==> config.mk <==
export PLATFORM = sky130hd
export DESIGN_NAME = enc_block_gearbox_flat
export DESIGN_NICKNAME = d
export VERILOG_FILES = /design/src/rtl/enc_pkg.sv /design/src/rtl/enc_block_gearbox_if.sv /design/src/rtl/enc_block_gearbox.sv /design/src/flat_wrapper.sv
export SDC_FILE = /design/constraint.sdc
export NUM_CORES = 1
export LEC_CHECK = 0
export CAP_MARGIN = 20
export CORE_MARGIN = 1.5
export CORE_UTILIZATION = 35
export DETAILED_ROUTE_END_ITERATION = 12
export GPL_TIMING_DRIVEN = 0
export SLEW_MARGIN = 25
export SYNTH_ARGS = -nofsm -noshare
export SYNTH_HDL_FRONTEND = slang
export SYNTH_SLANG_ARGS = --single-unit
==> constraint.sdc <==
create_clock -name Clk -period 2.85 [get_ports Clk]
set_input_delay 0.57 -clock Clk [delete_from_list [all_inputs] [get_ports Clk]]
set_output_delay 0.57 -clock Clk [all_outputs]
set_load 0.01 [all_outputs]
==> src/rtl/enc_pkg.sv <==
// Shared definitions for the encrypter front end: block widths and the
// gearbox FSM state type.
package enc_pkg;

    localparam int PLAIN_W  = 60;
    localparam int CIPHER_W = 78;
    localparam int IN_W     = 8;

    typedef logic [PLAIN_W-1:0] plain_blk_t;

    typedef enum logic {
        ACCUM = 1'b0,
        FLUSH = 1'b1
    } gb_state_t;

endpackage

==> src/rtl/enc_block_gearbox_if.sv <==
// Byte-in / block-out stream bundle for enc_block_gearbox.
//
// Handshake: a transfer happens on a rising Clk edge where valid && ready.
// The sender holds data (and valid) stable until that edge; ready may be
// driven independently of valid. flush is a single-cycle pulse with no
// handshake of its own.
interface enc_block_gearbox_if #(
    parameter int BLK_W = enc_pkg::PLAIN_W,
    parameter int IN_W  = enc_pkg::IN_W
) ();

    logic [IN_W-1:0]  in_data;
    logic             in_valid;
    logic             in_ready;
    logic             flush;
    logic [BLK_W-1:0] out_data;
    logic             out_valid;
    logic             out_ready;

    // Gearbox side: consumes bytes, produces blocks
    modport slave (
        input  in_data, in_valid, flush, out_ready,
        output in_ready, out_data, out_valid
    );

    // Environment side: produces bytes, consumes blocks
    modport master (
        output in_data, in_valid, flush, out_ready,
        input  in_ready, out_data, out_valid
    );

endinterface

==> src/rtl/enc_block_gearbox.sv <==
// Packs a byte stream MSB-first into BLK_W-bit plaintext blocks for the
// encrypter. A flush pulse drains any partial block.
// Build option ENC_GEARBOX_PAD_EN: when defined, a flushed residue is emitted
// as a zero-padded block; when undefined, the residue is discarded.
module enc_block_gearbox #(
    parameter int BLK_W = enc_pkg::PLAIN_W,
    parameter int IN_W  = enc_pkg::IN_W
) (
    input  logic                      Clk,
    input  logic                      Rst_n,
    enc_block_gearbox_if.slave        bus,
    output logic [$clog2(BLK_W)-1:0]  fill_lvl,
    output logic                      busy,
    output enc_pkg::gb_state_t        state_dbg
);

    import enc_pkg::*;

    localparam int FILL_W = $clog2(BLK_W);
    // Wide enough for fill + IN_W, which peaks at BLK_W + IN_W - 1
    localparam int SUM_W  = $clog2(BLK_W + IN_W);
    localparam logic [SUM_W-1:0] BLK_S = SUM_W'(BLK_W);
    localparam logic [SUM_W-1:0] IN_S  = SUM_W'(IN_W);

    gb_state_t         state;
    logic [BLK_W-1:0]  acc;       // residue, MSB-aligned, zero below fill
    logic [FILL_W-1:0] fill;
    logic [BLK_W-1:0]  out_q;
    logic              out_v;

    logic              free;
    logic              accept;
    logic [SUM_W-1:0]  sum;
    logic [SUM_W-1:0]  spill_sh;
    logic [BLK_W-1:0]  byte_al;
    logic [BLK_W-1:0]  acc_merged;
    logic [BLK_W-1:0]  spill;
    logic              completes;
    logic [FILL_W-1:0] fill_after;

    // Output register can take a new block if empty or being popped now
    assign free         = !out_v || bus.out_ready;
    assign bus.in_ready = Rst_n && free && (state == ACCUM);
    assign accept       = bus.in_valid && bus.in_ready;

    // Packing datapath: merge the incoming byte below the residue, and
    // compute the leftover bits when the byte completes a block
    always_comb begin
        sum        = SUM_W'(fill) + IN_S;
        spill_sh   = BLK_S - SUM_W'(fill);
        byte_al    = BLK_W'(bus.in_data) << (BLK_W - IN_W);
        acc_merged = acc | (byte_al >> fill);
        spill      = byte_al << spill_sh;
        completes  = (sum >= BLK_S);
        fill_after = completes ? FILL_W'(sum - BLK_S) : FILL_W'(sum);
    end

    // Gearbox FSM with accumulator, fill count and output register
    always_ff @(posedge Clk or negedge Rst_n) begin
        if (!Rst_n) begin
            state <= ACCUM;
            acc   <= '0;
            fill  <= '0;
            out_q <= '0;
            out_v <= 1'b0;
        end else begin
            if (out_v && bus.out_ready) begin
                out_v <= 1'b0;
            end
            unique case (state)
                ACCUM: begin
                    if (accept) begin
                        if (completes) begin
                            out_q <= acc_merged;
                            out_v <= 1'b1;
                            acc   <= spill;
                        end else begin
                            acc   <= acc_merged;
                        end
                        fill <= fill_after;
                        // Byte is packed first; flush then acts on what is left
                        if (bus.flush && (fill_after != '0)) begin
                            state <= FLUSH;
                        end
                    end else if (bus.flush && (fill != '0)) begin
                        state <= FLUSH;
                    end
                end
                FLUSH: begin
`ifdef ENC_GEARBOX_PAD_EN
                    // acc is already zero below the residue, so it is the padded block
                    if (free) begin
                        out_q <= acc;
                        out_v <= 1'b1;
                        acc   <= '0;
                        fill  <= '0;
                        state <= ACCUM;
                    end
`else
                    acc   <= '0;
                    fill  <= '0;
                    state <= ACCUM;
`endif
                end
                default: state <= ACCUM;
            endcase
        end
    end

    assign bus.out_data  = out_q;
    assign bus.out_valid = out_v;
    assign fill_lvl      = fill;
    assign busy          = (fill != '0) || out_v || (state == FLUSH);
    assign state_dbg     = state;

endmodule

==> src/flat_wrapper.sv <==
// flat-port wrapper written by rule: the top's interface ports become plain ports
module enc_block_gearbox_flat import enc_pkg::*;
#(
    parameter int BLK_W = enc_pkg::PLAIN_W,
    parameter int IN_W  = enc_pkg::IN_W
)
  (Clk, Rst_n, fill_lvl, busy, state_dbg, bus_in_data, bus_in_valid, bus_flush, bus_out_ready, bus_in_ready, bus_out_data, bus_out_valid);
  enc_block_gearbox_if #(.BLK_W(BLK_W), .IN_W(IN_W)) bus_i ();
  input  logic Clk;
  input  logic Rst_n;
  output logic [$clog2(BLK_W)-1:0] fill_lvl;
  output logic busy;
  output enc_pkg::gb_state_t state_dbg;
  input wire logic [$bits(bus_i.in_data)-1:0] bus_in_data;
  input wire logic [$bits(bus_i.in_valid)-1:0] bus_in_valid;
  input wire logic [$bits(bus_i.flush)-1:0] bus_flush;
  input wire logic [$bits(bus_i.out_ready)-1:0] bus_out_ready;
  output wire logic [$bits(bus_i.in_ready)-1:0] bus_in_ready;
  output wire logic [$bits(bus_i.out_data)-1:0] bus_out_data;
  output wire logic [$bits(bus_i.out_valid)-1:0] bus_out_valid;
  assign bus_i.in_data = bus_in_data;
  assign bus_i.in_valid = bus_in_valid;
  assign bus_i.flush = bus_flush;
  assign bus_i.out_ready = bus_out_ready;
  assign bus_in_ready = bus_i.in_ready;
  assign bus_out_data = bus_i.out_data;
  assign bus_out_valid = bus_i.out_valid;
  enc_block_gearbox #(.BLK_W(BLK_W), .IN_W(IN_W)) u_core (.Clk(Clk), .Rst_n(Rst_n), .bus(bus_i), .fill_lvl(fill_lvl), .busy(busy), .state_dbg(state_dbg));
endmodule
==> summary.txt, run 1 <==
Status: finished, final reports clean
Number of synthesized flops with an enable pin: 0
Vias in the first global route: 4,646
Worst r2r src: u_core.fill_lvl[3]
Slew @ Worst Pin: 1.05 ns
Clk pin slew, worst setup/hold paths: 0.06 ns
Design Power: 7.57 mW
First-pass GRT wire length: 25.7 mm
Logic pwr share: 36.5%
Worst setup path start: u_core.fill_lvl[4]
Syn_area_per_cell: 10.6 um2
Pleak: 3.15 nW
Final Worst Setup Slack: 0.138 ns
Area delta synth->final: 31.3%
CTS tree: built
Setup Viol. Count Final: 0
Fillers: 1,395
Fmax: 0.369 GHz
Largest net degree at the start of global routing: 71
Die Span X: 128 um
FF+latch count, synth: 126
Initial antenna violation count: 0
Clk Latency, worst-skew pair: 0.41 ns
Vias: 4,538
Yosys warning total: 0
Worst Path Max Fanout: 10
Final #Nets: 643
Fin crit share: 95.2%
Initial Util: 36.1%
Final Skew: 0.0105 ns
Share of the yosys chip area belonging to registers: 57.3%
DR WL/cell: 18.8 um
Critical path capture point type: primary output
Clock share of power: 28.4%
CP Launch Type: flip-flop
Root Buffer: clkbuf_16
Ys flop type: dfrtp_1
Synthesized area: 5510 um2
Core ar.: 15,300 um2
Unrepaired setup endpoints after global routing: false
Pint: 4.96 mW
Asr flop ratio synth: 100%
Num ports: 83
Setup_tns: 0 ns
Vias per cell: 5.36
Layout Cells excl Fill: 846
ANT cells: 0
Cell Pwr Density: 1050 nW/um2
Synth Instances: 520
GR peak layer: met2
Endpoints failing hold: 0
# rows: 45
Met2 Use GR: 31.3%
GRT Util Overall: 20.4%
Share of cells above drive strength 1: 13.9%
CP arrival: 2.14 ns
Post-route design area: 7230 um2
GP Congestion: 0.865
Antenna-violating nets left: 0
Seq pwr share: 35.1%
DP HPWL: 11.1 mm
Slew Limit Fails: 0
DRC: 0
NetSw: 2.61 mW
MaxCap Viol Count: 0
Grt total ovfl: 0
Routed WL: 15.9 mm
Dpl cell area: 6610 um2
Placed cells: 813
Iter 0 DRT Violations: 347
Multi-input logic area: 2140 um2
Worst R2R Setup Slack: 0.35 ns
Critical path class: reg2out
Bufs on Longest Clock Path: 2
Chip Height: 128 um
Post-CTS Hold Buffers: 0
Final core utilization: 47.4%
GR Util met3: 3.70%
Synth cell types: 47
Met1 Use GR: 29.0%
DRT Pass-1 Iters: 5
Rel. slew slack: 29.4%
IO buf count: 80
Htree depth: 4
Hold Crit Class: in2async
Worst slack, placed: 0.122 ns
Final Critical Period: 2.71 ns
Switching share of power: 34.5%
Peak VDD IR: 0.000484 V
Req. time, crit path: 2.28 ns
Smallest hold slack: 0.0830 ns
Sequential cell area: 3160 um2
CTS Buf Count: 17
CTS Sinks: 126
Full die area: 16,500 um2
[cell usage in the layout, fill, tap and decap left out, types with 8 or more instances in the layout]
master | Yosys | final
dfrtp_1 | 126 | 124
a21oi_1 | 123 | 123
clkdlybuf4s50_1 | 0 | 79
nor2_1 | 77 | 76
a22o_1 | 36 | 36
buf_2 | 24 | 23
nand2_1 | 20 | 20
clkbuf_16 | 0 | 17
o2bb2ai_1 | 16 | 16
o21ai_0 | 8 | 8
ha_1 | 8 | 8
[synthesized netlist by cell type, drive strengths merged, types with 2 or more instances]
cell,count,share of area (%)
a21oi,125,12
a221o,4,0.73
a221oi,4,0.64
a22o,36,5.7
a32o,4,0.73
and2,5,0.57
and3,2,0.23
buf,34,3.8
dfrtp,126,57
ha,8,1.8
inv,4,0.27
mux2,3,0.61
nand2,20,1.4
nand2b,5,0.57
nand3,2,0.41
nor2,79,5.5
nor2b,7,0.80
nor3,3,0.45
nor3b,2,0.27
o211ai,2,0.27
o21ai,10,0.98
o22ai,4,0.45
o2bb2ai,16,2.5
or2,2,0.23
xnor2,2,0.45
[power by group through the flow]
stage | Clock (mW) | Combinational (mW) | Sequential, mW
global placement | 0 | 2.69 | 2.66
finish | 2.15 | 2.76 | 2.66
global route | 2.27 | 3.01 | 2.74
CTS | 2.17 | 2.77 | 2.65
floorplan | 0 | 1.25 | 2.80
detailed placement | 0 | 2.72 | 2.67
[path summary, 6_finish.rpt]
check / end / cells past startpoint
min in group Clk: u_core.acc[34] / 1
worst min register to register: u_core.acc[34] / 1
worst max-delay path: busy / 5
worst max register to register: u_core.bus.out_data[57] / 8
worst min-delay path: u_core.bus.out_data[33] / 1
max in group asynchronous: u_core.acc[11] / 2
[logic make-up (layout without fill, tap and decap cells)]
family	count (synthesis)	after routing	synth area share (%)
buf+inv	39	153	4.09
mux	3	3	0.614
xor+xnor	2	2	0.455
compound gates	210	210	24.5
other cells	1	2	0.0681
flops	126	126	57.3
simple gates	131	131	11.2
fa+ha+maj	8	8	1.82
[repair_timing]
item                                    CTS  global route
endpoints found under the setup margin    1             1
pin swaps                                 0             0
setup buffers                             2             0
gates resized for setup                   3             3
[sequential cells by signal, indices dropped and copies added, names as in the netlist]
signal and count:
u_core.acc 60, u_core.bus.out_data 60, u_core.fill_lvl 4, u_core.bus.out_valid 1, u_core.state_dbg 1
[per-layer routing]
| layer | up-vias | wire length (um) |
|---|---|---|
| met4 | 0 | 302 |
| met3 | 19 | 991 |
| met1 | 2248 | 7360 |
| li1 | 2084 | - |
| met2 | 187 | 7240 |
| met5 | - | 0 |
[layout make-up]
type,count,area share [%]
Tap cell,211,3.65
Timing Repair Buffer,83,11.7
Sequential cell,126,43.7
Clock buffer,22,6.84
Inverter,4,0.260
Buffer,34,2.84
Clock inverter,10,1.40
Multi-Input combinational cell,356,29.6
[critical path, stage by stage, from the launching register on]
cell and delay, ns:
dfrtp_1 0.45, buf_2 0.22, nor2_4 0.14, nand2_1 0.12
or3_1 0.32, clkdlybuf4s50_1 0.48
(Power assumes the default switching activity.)
==> run 2, diff against run 1 <==
PLACE_DENSITY_LB_ADDON = 0.25   (was not set)
SLEW_MARGIN = 20   (was 25)
==> run 2 against run 1 <==
Clock power is essentially flat. Flip-flop and latch count is the same. Utilization is essentially flat. Combinational power is essentially flat. Worst hold slack gained 0.022 ns. Sequential share of layout area is essentially flat. Critical path depth is the same. Fmax shrank 2.4%. Highest routed layer unchanged.
==> summary.txt, run 2 (same netlist as run 1, synthesis figures left out) <==
Status: finished, final reports clean
Seq pwr share: 35.3% (+0.2 points)
Switching share of power: 34.2% (-0.33 points)
Vias in the first global route: 4,685 (+0.84%)
Critical path capture point type: primary output
NetSw: 2.58 mW (-1.3%)
Endpoints failing hold: 0 (unchanged)
CP arrival: 2.21 ns (+0.07 ns)
Die Span X: 128 um (unchanged)
Pleak: 3.15 nW (about the same)
Antenna-violating nets left: 0 (unchanged)
Most frequent cells in the layout: 125 x dfrtp_1, 123 x a21oi_1, 79 x clkdlybuf4s50_1
Rel. slew slack: 27.2% (-2.2 points)
Req. time, crit path: 2.28 ns (about the same)
Logic pwr share: 36.6% (about the same)
Final Critical Period: 2.78 ns (+0.0662 ns)
Post-CTS Hold Buffers: 0 (unchanged)
Fin crit share: 97.5% (+2.3 points)
Slew @ Worst Pin: 1.08 ns (+0.0331 ns)
Setup Viol. Count Final: 0 (unchanged)
Chip Height: 128 um (unchanged)
CP Launch Type: flip-flop
Unrepaired setup endpoints after global routing: false
Placed cells: 813 (unchanged)
Design Power: 7.54 mW (-0.36%)
Final Worst Setup Slack: 0.0715 ns (-0.0662 ns)
Clk pin slew, worst setup/hold paths: 0.06 ns (about the same)
Worst Path Max Fanout: 8 (-2)
GRT Util Overall: 20.3% (-0.061 points)
Hold Crit Class: in2async
Worst R2R Path Depth: 8 (unchanged)
Worst slack, placed: 0.0461 ns (-0.0762 ns)
Area delta synth->final: 31.2% (about the same)
CTS Buf Count: 17 (unchanged)
Critical path class: reg2out
Final #Nets: 644 (+0.16%)
Num ports: 83 (unchanged)
Cell Pwr Density: 1040 nW/um2 (-0.34%)
MaxCap Viol Count: 0 (unchanged)
CTS Sinks: 126 (unchanged)
Core ar.: 15,300 um2 (unchanged)
DRC: 0 (unchanged)
Routed WL: 16.1 mm (+1.4%)
Worst setup path start: u_core.fill_lvl[3]
First-pass GRT wire length: 25.6 mm (-0.70%)
Initial antenna violation count: 0 (unchanged)
Reg-to-Reg End: u_core.bus.out_data[57]
Clk Latency, worst-skew pair: 0.41 ns (about the same)
Pint: 4.96 mW (+0.14%)
Layout Cells excl Fill: 847 (+0.12%)
Worst r2r src: u_core.fill_lvl[3]
Vias per cell: 5.42 (+1.1%)
Initial Util: 36.1% (unchanged)
Full die area: 16,500 um2 (unchanged)
Peak VDD IR: 0.000515 V (+6.5%)
Final Skew: 0.00978 ns (-0.000701 ns)
DP HPWL: 11.1 mm (+0.28%)
Post-route design area: 7220 um2 (about the same)
DR WL/cell: 19.0 um (+1.2%)
Vias: 4,593 (+1.2%)
Slew Limit Fails: 0 (unchanged)
CTS tree: built
Fmax: 0.360 GHz (-2.4%)
ANT cells: 0 (unchanged)
Largest net degree at the start of global routing: 82 (+15%)
Grt total ovfl: 0 (unchanged)
IO buf count: 80 (unchanged)
Worst R2R Setup Slack: 0.15 ns (-0.20 ns)
Setup_tns: 0 ns (unchanged)
Commonest non-fill, non-tap cell in the layout: dfrtp_1
Share of cells above drive strength 1: 13.2% (-0.65 points)
GP Congestion: 0.873 (+0.97%)
DRT Pass-1 Iters: 5 (unchanged)
Iter 0 DRT Violations: 387 (+12%)
# rows: 45 (unchanged)
Root Buffer: clkbuf_16
Htree depth: 4 (unchanged)
Dpl cell area: 6600 um2 (about the same)
Bufs on Longest Clock Path: 2 (unchanged)
Clock share of power: 28.1% (-0.3 points)
==> run 2: metal layers <==
layer | part of all wire, % | global-route usage, % | vias up
li1 | - | - | 2076
met1 | 45 | 28.5 | 2266
met2 | 45 | 30.7 | 222
met3 | 7.8 | 4.70 | 29
met4 | 2.5 | 7.93 | 0
met5 | 0 | 0 | -
==> run 2: how the worst max path moves through the flow <==
stage	slack, ns	cells after the start	end
after floorplan	0.60	8	u_core.acc[58]
after CTS	0.03	4	bus_in_ready
final	0.07	5	busy
after global routing	0.02	5	busy
after global placement	-4.12	7	u_core.acc[23]
after detailed placement	0.05	4	bus_in_ready
==> run 2: area by class of cell <==
| cell class | count | area, um2 |
|---|---|---|
| fillers | 1411 | 8030 |
| clock inverters | 9 | 111 |
| multi-input cells | 356 | 2130 |
| flip-flops and latches | 126 | 3150 |
| clock buffers | 23 | 468 |
| inverters | 4 | 18.8 |
| repair buffers | 84 | 870 |
| plain buffers | 34 | 205 |
| well taps | 211 | 264 |
==> run 2: worst max-delay path: stages, from the launching register on <==
cell and delay, ns:
dfrtp_1 0.60, clkinvlp_4 0.24, ha_1 0.21, nand2_1 0.11, or3_1 0.12, clkdlybuf4s50_1 0.53
==> run 2: what timing repair did <==
item,in CTS,in global routing
endpoints found under the setup margin,1,2
cloned,0,1
gates resized for setup,4,0
buffers inserted,2,0
==> run 2: per-stage QoR <==
| step | hold slack [ns] | utilization, % |
|---|---|---|
| after floorplan | 0.274 | - |
| after global routing | 0.132 | 47.3 |
| after CTS | 0.105 | 47.2 |
| after global placement | 0.462 | 43.1 |
| after detailed placement | 0.477 | 43.3 |
| final | 0.105 | 47.3 |
==> run 2: power groups by stage <==
stage	registers (mW)	logic [mW]	clock network, mW
6_report	2.66	2.76	2.12
5_1_grt	2.73	3.00	2.24
4_1_cts	2.66	2.76	2.14
3_5_place_dp	2.68	2.71	0
3_3_place_gp	2.66	2.68	0
2_1_floorplan	2.80	1.25	0
==> run 3, diff against run 2 <==
==> constraint.sdc (replaced) <==
create_clock -name Clk -period 2.85 [get_ports Clk]
set_input_delay 0.285 -clock Clk [delete_from_list [all_inputs] [get_ports Clk]]
set_output_delay 0.285 -clock Clk [all_outputs]
set_load 0.01 [all_outputs]
==> run 3 against run 2 <==
First-iteration DRC count decreased by 4.1%. Utilization increased by 0.14 points. Routed wire length about the same. Final cell count increased by 0.35%. Global-route usage about the same. Worst setup slack improved by 0.031 ns. Power increased by 0.14%. Register-to-register slack got worse by 0.05 ns. Critical path type is now reg2reg. Sequential share of layout area decreased by 0.15 points. Via count increased by 0.78%. Flip-flop and latch count unchanged.
==> summary.txt, run 3 (same netlist as run 1, synthesis figures left out) <==
Die Span X: 128 um (unchanged)
Bufs on Longest Clock Path: 2 (unchanged)
Slew @ Worst Pin: 1.08 ns (-0.000935 ns)
Worst Path Max Fanout: 10 (+2)
Worst R2R Setup Slack: 0.10 ns (-0.05 ns)
Setup_tns: 0 ns (unchanged)
Full die area: 16,500 um2 (unchanged)
Chip Height: 128 um (unchanged)
Slew Limit Fails: 0 (unchanged)
Fmax: 0.364 GHz (+1.1%)
Req. time, crit path: 3.13 ns (+0.85 ns)
CP Launch Type: flip-flop
MaxCap Viol Count: 0 (unchanged)
Hold Crit Class: in2async
Num ports: 83 (unchanged)
Design Power: 7.55 mW (+0.14%)
Critical path class: reg2reg
Final Critical Period: 2.75 ns (-0.0314 ns)
Fillers: 1,413 (+0.14%)
IO buf count: 80 (unchanged)
Sequential cell area: 3150 um2 (about the same)
Core ar.: 15,300 um2 (unchanged)
Antenna-violating nets left: 0 (unchanged)
DR WL/cell: 19.0 um (-0.26%)
Multi-input logic area: 2130 um2 (-0.12%)
Peak VDD IR: 0.000518 V (+0.44%)
DP HPWL: 11.1 mm (unchanged)
Dpl cell area: 6600 um2 (unchanged)
CTS Sinks: 126 (unchanged)
Final core utilization: 47.5% (+0.14 points)
Cell Pwr Density: 1040 nW/um2 (-0.15%)
Final Skew: 0.00947 ns (-0.000309 ns)
Placed cells: 813 (unchanged)
Worst r2r src: u_core.fill_lvl[3]
Most frequent cells in the layout: 126 x dfrtp_1, 123 x a21oi_1, 79 x clkdlybuf4s50_1
Smallest hold slack: 0.394 ns (+0.288 ns)
Largest net degree at the start of global routing: 82 (unchanged)
Setup Viol. Count Final: 0 (unchanged)
Worst slack, placed: 0.110 ns (+0.0634 ns)
Area delta synth->final: 31.6%
ANT cells: 0 (unchanged)
Vias per cell: 5.45 (+0.43%)
Rel. slew slack: 27.3% (+0.063 points)
Share of cells above drive strength 1: 13.0% (-0.22 points)
DRT Pass-1 Iters: 5 (unchanged)
Clk pin slew, worst setup/hold paths: 0.06 ns (about the same)
Htree depth: 4 (unchanged)
Clk Latency, worst-skew pair: 0.41 ns (about the same)
Post-route design area: 7250 um2 (+0.29%)
# rows: 45 (unchanged)
Final #Nets: 647 (+0.47%)
Iter 0 DRT Violations: 371 (-4.1%)
Critical path capture point type: flip-flop
Fin crit share: 96.4% (-1.1 points)
Initial Util: 36.1% (unchanged)
Layout Cells excl Fill: 850 (+0.35%)
Initial antenna violation count: 0 (unchanged)
GP Congestion: 0.873 (unchanged)
Final Worst Setup Slack: 0.103 ns (+0.0314 ns)
CTS Buf Count: 17 (unchanged)
Pleak: 3.17 nW (+0.51%)
Status: finished, final reports clean
Vias in the first global route: 4,681 (-0.085%)
CP arrival: 3.03 ns (+0.82 ns)
First-pass GRT wire length: 25.5 mm (-0.13%)
Grt total ovfl: 0 (unchanged)
Reg-to-Reg End: u_core.bus.out_data[57]
CTS tree: built
Endpoints failing hold: 0 (unchanged)
Routed WL: 16.1 mm (about the same)
Worst R2R Path Depth: 8 (unchanged)
Vias: 4,629 (+0.78%)
Root Buffer: clkbuf_16
Commonest non-fill, non-tap cell in the layout: dfrtp_1
DRC: 0 (unchanged)
GRT Util Overall: 20.3% (about the same)
-- run 3: final cells by class --
class                           instances  area share, %
Buffer                                 35           2.90
Clock buffer                           23           6.46
Clock inverter                          9           1.54
Inverter                                4          0.259
Multi-Input combinational cell        356           29.4
Sequential cell                       126           43.5
Tap cell                              211           3.64
Timing Repair Buffer                   86           12.3
-- run 3: layer usage --
metal	wire length [um]	vias up	part of all wire (%)	track usage, %
met1	7250	2283	45	28.5
met2	7200	227	45	30.5
li1	-	2087	-	-
met4	413	0	2.6	8.13
met5	0	-	0	0
met3	1260	32	7.8	4.78
-- run 3: report_power, final --
part	internal [mW]	total, mW	switching (mW)
Sequential	2.32	2.66	0.337
Combinational	1.32	2.78	1.46
Clock	1.33	2.12	0.783
-- run 3: repair_timing --
item                       4_1_cts  5_1_grt
setup endpoints to repair        0       41
gates resized for setup          0        2
setup buffers                    0        3
hold endpoints to repair        48        0
hold buffers                     1        0
-- run 3: worst max-delay path by stage --
stage / start / to / slack, ns
floorplan: u_core.fill_lvl[3] / u_core.acc[58] / 0.60
global placement: Rst_n / u_core.acc[23] / -3.83
detailed placement: u_core.fill_lvl[3] / u_core.bus.out_data[1] / 0.11
CTS: Rst_n / bus_in_ready / 0.03
global route: u_core.fill_lvl[3] / u_core.bus.out_data[57] / -0.01
finish: u_core.fill_lvl[3] / u_core.bus.out_data[57] / 0.10
-- run 3: worst max-delay path, cell delays in order (launching register included) --
cell,delay (ns)
dfrtp_1,0.61
clkinvlp_4,0.27
ha_1,0.37
nand2b_1,0.22
a21o_4,0.28
a21oi_2,0.21
buf_4,0.26
buf_2,0.29
a21oi_1,0.11
